## config.mk

```make
export PLATFORM = sky130hd
export DESIGN_NAME = wb_port_arb
export DESIGN_NICKNAME = d
export VERILOG_FILES = /design/src/rtl/wb_port_arb_pkg.sv /design/src/rtl/wb_res_fifo.sv /design/src/rtl/wb_port_arb.sv
export SDC_FILE = /design/constraint.sdc
export NUM_CORES = 1
export LEC_CHECK = 0
export BUFFER_PORTS_ARGS = -buffer_cell sky130_fd_sc_hd__buf_2
export CAP_MARGIN = 20
export CORE_MARGIN = 5
export CORE_UTILIZATION = 54
export CTS_BUF_LIST = sky130_fd_sc_hd__clkbuf_4 sky130_fd_sc_hd__clkbuf_8
export DETAILED_ROUTE_END_ITERATION = 12
export HOLD_SLACK_MARGIN = 0.1
export PLACE_DENSITY = 0.81
export SLEW_MARGIN = 20
export SYNTH_ARGS = -nofsm -noshare
export SYNTH_HDL_FRONTEND = slang
export SYNTH_SLANG_ARGS = --single-unit
```

## constraint.sdc

```tcl
create_clock -name clk -period 3.6 [get_ports clk]
set_clock_uncertainty 0.15 [all_clocks]
set_input_delay 0.72 -clock clk [delete_from_list [all_inputs] [get_ports clk]]
set_output_delay 0.72 -clock clk [all_outputs]
set_load 0.02 [all_outputs]
```

## src/rtl/wb_port_arb_pkg.sv

```systemverilog
// Shared definitions for the writeback port arbiter and its result buffer.
package wb_port_arb_pkg;

    localparam int DEF_FIFO_DEPTH = 2;
    localparam int DEF_STARVE_MAX = 4;

    // Which producer owns the register-file write port in a given cycle.
    typedef enum logic [1:0] {
        NONE   = 2'd0,
        PIPE   = 2'd1,
        BUF    = 2'd2,
        DIRECT = 2'd3
    } wb_src_e;

endpackage

```

## src/rtl/wb_res_fifo.sv

```systemverilog
// Small FIFO holding multi-cycle results that lost arbitration for the
// register-file write port. Also exposes a per-entry destination match for
// two query registers so decode can see pending writes.
module wb_res_fifo #(
    parameter int DEPTH = 2
) (
    input  logic                     clk,
    input  logic                     rst_n,
    input  logic                     push,
    input  logic [4:0]               push_rd,
    input  logic [31:0]              push_val,
    input  logic                     pop,
    output logic [$clog2(DEPTH):0]   count,
    output logic [4:0]               head_rd,
    output logic [31:0]              head_val,
    input  logic [4:0]               query_a,
    input  logic [4:0]               query_b,
    output logic [DEPTH-1:0]         match_a,
    output logic [DEPTH-1:0]         match_b
);

    localparam int PW = $clog2(DEPTH);

    logic [4:0]    rd_mem  [DEPTH];
    logic [31:0]   val_mem [DEPTH];
    logic [PW-1:0] rd_ptr;
    logic [PW-1:0] wr_ptr;

    assign head_rd  = rd_mem[rd_ptr];
    assign head_val = val_mem[rd_ptr];

    // Entry storage; contents are only meaningful while covered by count.
    always_ff @(posedge clk) begin
        if (push) begin
            rd_mem[wr_ptr]  <= push_rd;
            val_mem[wr_ptr] <= push_val;
        end
    end

    // Pointers wrap naturally because DEPTH is a power of two.
    always_ff @(posedge clk or negedge rst_n) begin
        if (!rst_n) begin
            rd_ptr <= '0;
            wr_ptr <= '0;
            count  <= '0;
        end else begin
            if (push) wr_ptr <= wr_ptr + PW'(1);
            if (pop)  rd_ptr <= rd_ptr + PW'(1);
            count <= count + {{PW{1'b0}}, push} - {{PW{1'b0}}, pop};
        end
    end

    // An entry is live when its distance from the read pointer is below count.
    always_comb begin
        match_a = '0;
        match_b = '0;
        for (int i = 0; i < DEPTH; i++) begin
            logic [PW-1:0] offset;
            logic          live;
            offset = PW'(i) - rd_ptr;
            live   = {1'b0, offset} < count;
            match_a[i] = live && (rd_mem[i] == query_a);
            match_b[i] = live && (rd_mem[i] == query_b);
        end
    end

endmodule

```

## src/rtl/wb_port_arb.sv

```systemverilog
// Writeback port arbiter: merges the pipeline WB stage and a multi-cycle
// unit onto one register-file write port, buffering mc results that lose and
// forcing a pipeline stall when a buffered result has waited too long.
module wb_port_arb
    import wb_port_arb_pkg::*;
#(
    parameter int FIFO_DEPTH = DEF_FIFO_DEPTH,
    parameter int STARVE_MAX = DEF_STARVE_MAX
) (
    input  logic        clk,
    input  logic        rst_n,
    input  logic        pipe_we,
    input  logic [4:0]  pipe_rd,
    input  logic [31:0] pipe_val,
    input  logic        mc_valid,
    output logic        mc_ready,
    input  logic [4:0]  mc_rd,
    input  logic [31:0] mc_val,
    input  logic [4:0]  rs1_q,
    input  logic [4:0]  rs2_q,
    output logic        pend_rs1,
    output logic        pend_rs2,
    output logic        stall_req,
    output logic        rf_we,
    output logic [4:0]  rf_waddr,
    output logic [31:0] rf_wdata
);

    localparam int CW = $clog2(FIFO_DEPTH) + 1;
    localparam int SW = $clog2(STARVE_MAX + 1);

    logic [CW-1:0]         count;
    logic [4:0]            head_rd;
    logic [31:0]           head_val;
    logic [FIFO_DEPTH-1:0] hit1;
    logic [FIFO_DEPTH-1:0] hit2;
    logic [SW-1:0]         starve_cnt;
    logic                  stall_q;
    logic                  empty;
    logic                  pipe_ok;
    logic                  accept;
    logic                  push;
    logic                  pop;
    wb_src_e               src;

    assign empty    = (count == '0);
    assign mc_ready = (count < CW'(FIFO_DEPTH));
    assign pipe_ok  = pipe_we && (pipe_rd != 5'd0);
    assign accept   = mc_valid && mc_ready && (mc_rd != 5'd0);

    // The counter stays saturated during the stall cycle, so the second
    // cycle at STARVE_MAX (the forced pop) is masked to keep a single pulse.
    assign stall_req = (starve_cnt == SW'(STARVE_MAX)) && !stall_q;

    // Pick the write-port owner for this cycle in fixed priority order.
    always_comb begin
        src = NONE;
        if (stall_q && !empty)
            src = BUF;
        else if (pipe_ok)
            src = PIPE;
        else if (!empty)
            src = BUF;
        else if (accept)
            src = DIRECT;
    end

    assign pop  = (src == BUF);
    assign push = accept && (src != DIRECT);

    wb_res_fifo #(
        .DEPTH (FIFO_DEPTH)
    ) u_fifo (
        .clk      (clk),
        .rst_n    (rst_n),
        .push     (push),
        .push_rd  (mc_rd),
        .push_val (mc_val),
        .pop      (pop),
        .count    (count),
        .head_rd  (head_rd),
        .head_val (head_val),
        .query_a  (rs1_q),
        .query_b  (rs2_q),
        .match_a  (hit1),
        .match_b  (hit2)
    );

    assign pend_rs1 = (rs1_q != 5'd0) && ((|hit1) || (rf_we && (rf_waddr == rs1_q)));
    assign pend_rs2 = (rs2_q != 5'd0) && ((|hit2) || (rf_we && (rf_waddr == rs2_q)));

    // Register the selected write and track how long the buffer head has waited.
    always_ff @(posedge clk or negedge rst_n) begin
        if (!rst_n) begin
            rf_we      <= 1'b0;
            rf_waddr   <= 5'd0;
            rf_wdata   <= 32'd0;
            starve_cnt <= '0;
            stall_q    <= 1'b0;
        end else begin
            stall_q <= stall_req;
            case (src)
                PIPE: begin
                    rf_we    <= 1'b1;
                    rf_waddr <= pipe_rd;
                    rf_wdata <= pipe_val;
                end
                BUF: begin
                    rf_we    <= 1'b1;
                    rf_waddr <= head_rd;
                    rf_wdata <= head_val;
                end
                DIRECT: begin
                    rf_we    <= 1'b1;
                    rf_waddr <= mc_rd;
                    rf_wdata <= mc_val;
                end
                default: rf_we <= 1'b0;
            endcase
            if (pop || empty)
                starve_cnt <= '0;
            else if (starve_cnt != SW'(STARVE_MAX))
                starve_cnt <= starve_cnt + SW'(1);
        end
    end

endmodule

```

# Word level (Yosys, flattened, before mapping)
# Memories as Yosys holds them, arrays and structs flattened.
# Index checks and enable logic that the tools add are counted.
# Widths: inputs -> output; s select.
op_classes:
  add_sub_neg: 7
  order_cmp: 3
  n_eq_ne: 12
  muxes: 11
  reduce_logical: 29
op_table:
  columns: ["cell", "n"]
  rows:
  - ["$pmux 32 s3", 1]
  - ["$eq 5x5->1", 6]
  - ["$reduce_bool 5->1", 4]
  - ["$pmux 5 s3", 1]
  - ["$logic_and 1x1->1", 14]
  - ["$mux 2", 4]
  - ["$mux 3", 2]
  - ["$eq 2x2->1 const B", 2]
  - ["$lt 1x2->1", 2]
  - ["$reduce_or 2->1", 2]
  - ["$add 3x1->3 const B", 1]
  - ["$eq 3x3->1 const B", 1]
  - ["$logic_or 1x1->1", 3]
  - ["$mux 1", 3]
  - ["$ne 3x3->1 const B", 1]
  - ["$reduce_bool 3->1", 1]
  - ["$reduce_or 3->1", 1]
  - ["$add 1x1->1 const B", 2]
  - ["$add 2x1->2", 1]
  - ["$eq 2x1->1 const B", 1]
  - ["$logic_not 1->1", 2]
  - ["$logic_not 2->1", 1]
  - ["$lt 2x2->1 const B", 1]
  - ["$ne 2x2->1 const B", 1]
  - ["other kinds (3)", 4]
word_totals:
  regBits: 46
  ram_bits: 74
  in_bits: 88
  out_inout_bits: 42
  word_cells: 72
  mem_count: 2
memory_table:
  columns: ["name", "depth", "word_bits", "read_ports", "rd_ports_with_merged_regs", "wr", "line", "text"]
  rows:
  - ["u_fifo.val_mem", 2, 32, 1, 0, 1, "wb_res_fifo.sv:25", "logic [31:0] val_mem [DEPTH];"]
  - ["u_fifo.rd_mem", 2, 5, 3, 0, 1, "wb_res_fifo.sv:24", "logic [4:0] rd_mem [DEPTH];"]

# Logic depth before layout (Yosys ltp)
depth:
  depth_word: 11
  ltp_mapped: 7
  mapped_depth_nobuf: 5

# By module
# Synthesis repeated with hierarchy kept, for this count alone.
unflattened:
  hier_cells: 392
  hier_area_um2: 5627.9
by_module_without_submodules:
  columns: ["module", "instances", "cells_per_inst", "area_each_um2", "seq_area_each_um2"]
  rows:
  - ["wb_res_fifo", 1, 159, 3144.3, 2322.2]
  - ["wb_port_arb", 1, 233, 2483.6, 1051.0]

# Least setup slack after synthesis
# Ideal clock, no wire load.
synth_timing:
  path_kind: "input -> register"
  from: "input mc_rd[1]"
  to: "memory u_fifo.rd_mem[0][0] (enable)"
  arrival_time_ns: 2.924
  slack_ns: 0.095
  stages: 5
  n_path_buf: 1
  cell_sequence: "clkbuf_1 -> o31ai_4 -> nor2_1 -> o21ai_1 -> nor2_1"
synth_via:
  elab_chain_cells: 10
synth_lines:
  columns: ["item", "line", "text"]
  rows:
  - ["from (decl)", "wb_port_arb.sv:17", "input logic [4:0] mc_rd,"]
  - ["$reduce_bool 5->1 *", "wb_port_arb.sv:49", "assign accept = mc_valid && mc_ready && (mc_rd != 5'd0);"]
  - ["$logic_and 1x1->1 *", "wb_port_arb.sv:49", null]
  - ["$mux 2", "wb_port_arb.sv:64", "else if (accept)"]
  - ["$mux 2", "wb_port_arb.sv:62", "else if (!empty)"]
  - ["$mux 2", "wb_port_arb.sv:60", "else if (pipe_ok)"]
  - ["$mux 2", "wb_port_arb.sv:58", "if (stall_q && !empty)"]
  - ["$ne 2x2->1", "wb_port_arb.sv:69", "assign push = accept && (src != DIRECT);"]
  - ["$logic_and 1x1->1 *", "wb_port_arb.sv:69", null]
  - ["$mux 1 *", "wb_res_fifo.sv:34", "if (push) begin"]
  - ["$mux 1 (not written as such) *", "wb_res_fifo.sv:35", "rd_mem[wr_ptr] <= push_rd;"]
  - ["to (decl)", "wb_res_fifo.sv:24", null]
# Every way passes the cells marked *; elsewhere a longest branch is shown, timed or not.

# Final worst setup path
layout_timing:
  from: "register u_fifo.rd_ptr"
  to: "output pend_rs2"
layout_via:
  elab_chain_cells: 6
layout_lines:
  columns: ["item", "line", "text"]
  rows:
  - ["from (decl)", "wb_res_fifo.sv:26", "logic [PW-1:0] rd_ptr;"]
  - ["from (signal assigned)", "wb_res_fifo.sv:48", "if (pop) rd_ptr <= rd_ptr + PW'(1);"]
  - ["$sub 1x1->1", "wb_res_fifo.sv:60", "offset = PW'(i) - rd_ptr;"]
  - ["$lt 1x2->1", "wb_res_fifo.sv:61", "live = {1'b0, offset} < count;"]
  - ["$logic_and 1x1->1", "wb_res_fifo.sv:63", "match_b[i] = live && (rd_mem[i] == query_b);"]
  - ["$reduce_or 2->1 *", "wb_port_arb.sv:90", "assign pend_rs2 = (rs2_q != 5'd0) && ((|hit2) || (rf_we && (rf_waddr == rs2_q)));"]
  - ["$logic_or 1x1->1 *", "wb_port_arb.sv:90", null]
  - ["$logic_and 1x1->1 *", "wb_port_arb.sv:90", null]
  - ["to (decl)", "wb_port_arb.sv:22", "output logic pend_rs2,"]
# Marked as above.

==> metrics.md <==
| Metric | Value |
|---|---|
| Status | `finished, final reports clean` |
| CP Launch Type | `flip-flop` |
| RSZ-0062 raised after global routing | `no` |
| Critical path type | `reg -> out` |
| Ports | `130` |
| Vias in the first global route | `4526` |
| Hold Vio Cnt, Final | `0` |
| Ys flop type | `edfxtp_1` |
| H-tree depth | `4` |
| DR pass1 iterations | `5` |
| Wire per inst | `19.0 um` |
| Synthesis Warnings | `0` |
| Post-CTS sizing | `0` |
| Fin worst setup slack | `0.293 ns` |
| Min Clock Period, post-route | `3.31 ns` |
| Synthesized area | `5690 um^2` |
| Clock Tree Buf Depth | `2` |
| Pwr per Cell Area | `766 nW/um^2` |
| #FFs+latches synth | `120` |
| Routed Antenna Nets | `0` |
| Slew Viols, Final | `0` |
| Clock slew at reported path FFs | `0.07 ns` |
| EDFF count, synth | `74` |
| Post-Place Setup Slack | `0.359 ns` |
| Core area | `10300 um^2` |
| Crit-path max FO | `14` |
| Crit path capture type | `output port` |
| Async set-reset flop share out of synthesis | `38.3%` |
| Worst Path Required | `2.73 ns` |
| Reg2reg path depth | `6` |
| Maximum number of pins on one net before global-route repair | `47` |
| Synth cell types | `44` |
| Clock Latency Late Sink | `0.42 ns` |
| Combined area of the multi-input logic cells | `2160 um^2` |
| DRC | `0` |
| CTS root buf | `clkbuf_8` |
| Post-CTS setup buffer count | `0` |
| Net Count, Synth | `567` |
| CTS tree | `yes` |
| DR vias | `4432` |
| Dpl hpwl | `9710 um` |
| Slew @ Worst Pin | `1.11 ns` |
| Fill cells | `792` |
| VDD IR max | `0.000427 V` |
| Drt initial violations | `452` |
| PortBufs | `129` |
| Core Rows | `37` |
| Die Ht | `113 um` |
| Final setup violation count | `0` |
| Starting density of the core | `55.3%` |
| Antenna Cells | `0` |
| Area grow syn2layout | `20.8%` |
| Pwr Total | `5270 uW` |
| Die width | `113 um` |
| Avg Cell Area, Syn | `11.9 um^2` |
| Total routed wirelength | `14300 um` |
| Crit path arrival time | `2.44 ns` |
| Max-slew headroom | `25.7%` |
| Sequential fraction of the synthesis area | `59.3%` |
| Total global-route track usage | `22.6%` |
| MaxCap Viol Count | `0` |
| Final period utilization | `91.9%` |
| CTS Buf Count | `17` |
| Final #Nets | `694` |
| Routed vias/inst | `5.89` |
| Layout cells sized above 1 | `29.5%` |
| First-pass GRT wire length | `22800 um` |
| Seq. cell area | `3370 um^2` |
| CTS Hold Buffers Added | `0` |
| Initial antenna violation count | `0` |
| GRT overflow | `0` |
| Setup tns final | `0 ns` |
| Syn Inst Count | `477` |
| Final Wtd Congestion | `0.911` |
| DIE AREA | `12700 um^2` |
| LEAKAGE | `0.00280 uW` |
| Highest Clock Rate | `0.302 GHz` |
| HP Class | `in -> async` |
| Clk sink count | `120` |
| Final Core Density | `66.9%` |
flip-flops by register name, indices dropped and copies added (netlist names):
signal          flops
u_fifo.rd_ptr       1
stall_q             1
rf_waddr            5
rf_we               1
u_fifo.count        2
u_fifo.rd_mem      10
rf_wdata           32
u_fifo.val_mem     64
starve_cnt          3
u_fifo.wr_ptr       1
worst paths after layout:
| check | start | endpoint | slack (ns) |
|---|---|---|---|
| hold / removal | rst_n | rf_wdata[8] | 0.17 |
| setup reg to reg | u_fifo.count[1] | rf_wdata[23] | 0.93 |
| max in group asynchronous | rst_n | u_fifo.rd_ptr | 2.68 |
| min in group clk | mc_val[24] | u_fifo.val_mem[0][24] | 0.35 |
| setup / recovery | u_fifo.rd_ptr | pend_rs2 | 0.29 |
| hold reg to reg | rf_wdata[5] | rf_wdata[5] | 0.38 |
area by class of cell:
class / count / share of cell area, %
Tap cell: 136 / 2.48
Inverter: 7 / 0.382
Timing Repair Buffer: 137 / 10.5
Clock buffer: 21 / 3.93
Multi-Input combinational cell: 321 / 31.5
Sequential cell: 120 / 49.1
Clock inverter: 11 / 2.15
cells in the final DEF, fill, tap and decap left out, types with 6 or more instances in the layout:
cell / synthesis / routed
a21oi_1: 30 / 30
a221oi_1: 9 / 9
a311oi_1: 9 / 9
buf_2: 13 / 128
buf_4: 0 / 8
clkbuf_8: 0 / 18
dfrtp_1: 46 / 45
edfxtp_1: 74 / 74
inv_1: 6 / 6
mux2i_1: 37 / 37
nand2_1: 40 / 40
nand3_1: 6 / 6
nor2_1: 64 / 62
nor4_1: 7 / 7
o21ai_0: 14 / 14
o22a_1: 25 / 25
o32ai_1: 9 / 9
xnor2_1: 9 / 9
xor2_1: 24 / 24
cell families (layout without fill, tap and decap cells):
family / after synthesis / count (layout) / synth area share, %
AOI/OAI and AO/OA: 115 / 115 / 15.3
xor gates and xnor gates: 33 / 33 / 5.08
adders and majority gates: 2 / 2 / 0.440
buffers and inverters: 36 / 176 / 2.93
DFF: 120 / 120 / 59.3
muxes: 38 / 38 / 6.71
and+or+nand+nor: 133 / 133 / 10.3
cells in the mapped netlist, types with 2 or more instances:
master	number	area, um^2
a221oi_1	9	78.8
inv_1	6	22.5
o31a_1	2	17.5
buf_2	13	65.1
nand3_1	6	30.0
o32ai_1	9	78.8
or3_4	2	22.5
nand2_1	40	150
dfrtp_1	46	1150
nor4_1	7	43.8
buf_6	2	22.5
a311oi_1	9	78.8
xnor2_1	9	78.8
a31oi_1	2	12.5
o21ai_0	14	70.1
xor2_1	24	210
mux2i_1	37	370
nor4b_1	3	26.3
nor2_1	64	240
o31ai_4	2	42.5
a21oi_1	30	150
nor3_1	3	15.0
ha_1	2	25.0
edfxtp_1	74	2220
clkbuf_1	13	48.8
or4_1	4	30.0
o31ai_1	3	22.5
a221oi_2	2	30.0
o22a_1	25	219
per-layer routing:
metal	vias to the layer above	part of all wire [%]	wire length (um)	global-route usage, %
met2	208	50	7220	38.3
met1	2140	40	5700	28.3
met4	0	2.9	415	8.65
li1	2047	-	-	-
met3	37	7.0	998	4.91
met5	-	0	0	0
power by group:
part / switching, uW / total, uW / internal [uW]
Clock: 534 / 1260 / 728
Combinational: 1190 / 1900 / 712
Sequential: 248 / 2100 / 1850
per-stage QoR:
step	hold slack, ns	instances	instance area [um^2]
finish	0.168	753	6870
CTS	0.331	752	6850
floorplan	0.274	477	5690
global placement	0.353	720	6430
global route	0.209	753	6870
detailed placement	0.366	720	6430
worst max-delay path: stages, from the launching register on:
cell and delay (ns):
dfrtp_2 0.63, a21oi_1 0.20, or4_1 0.55, nor3_1 0.18, a31oi_1 0.06, a21oi_1 0.20
buf_2 0.20
Power figures use the tool's default switching activity.
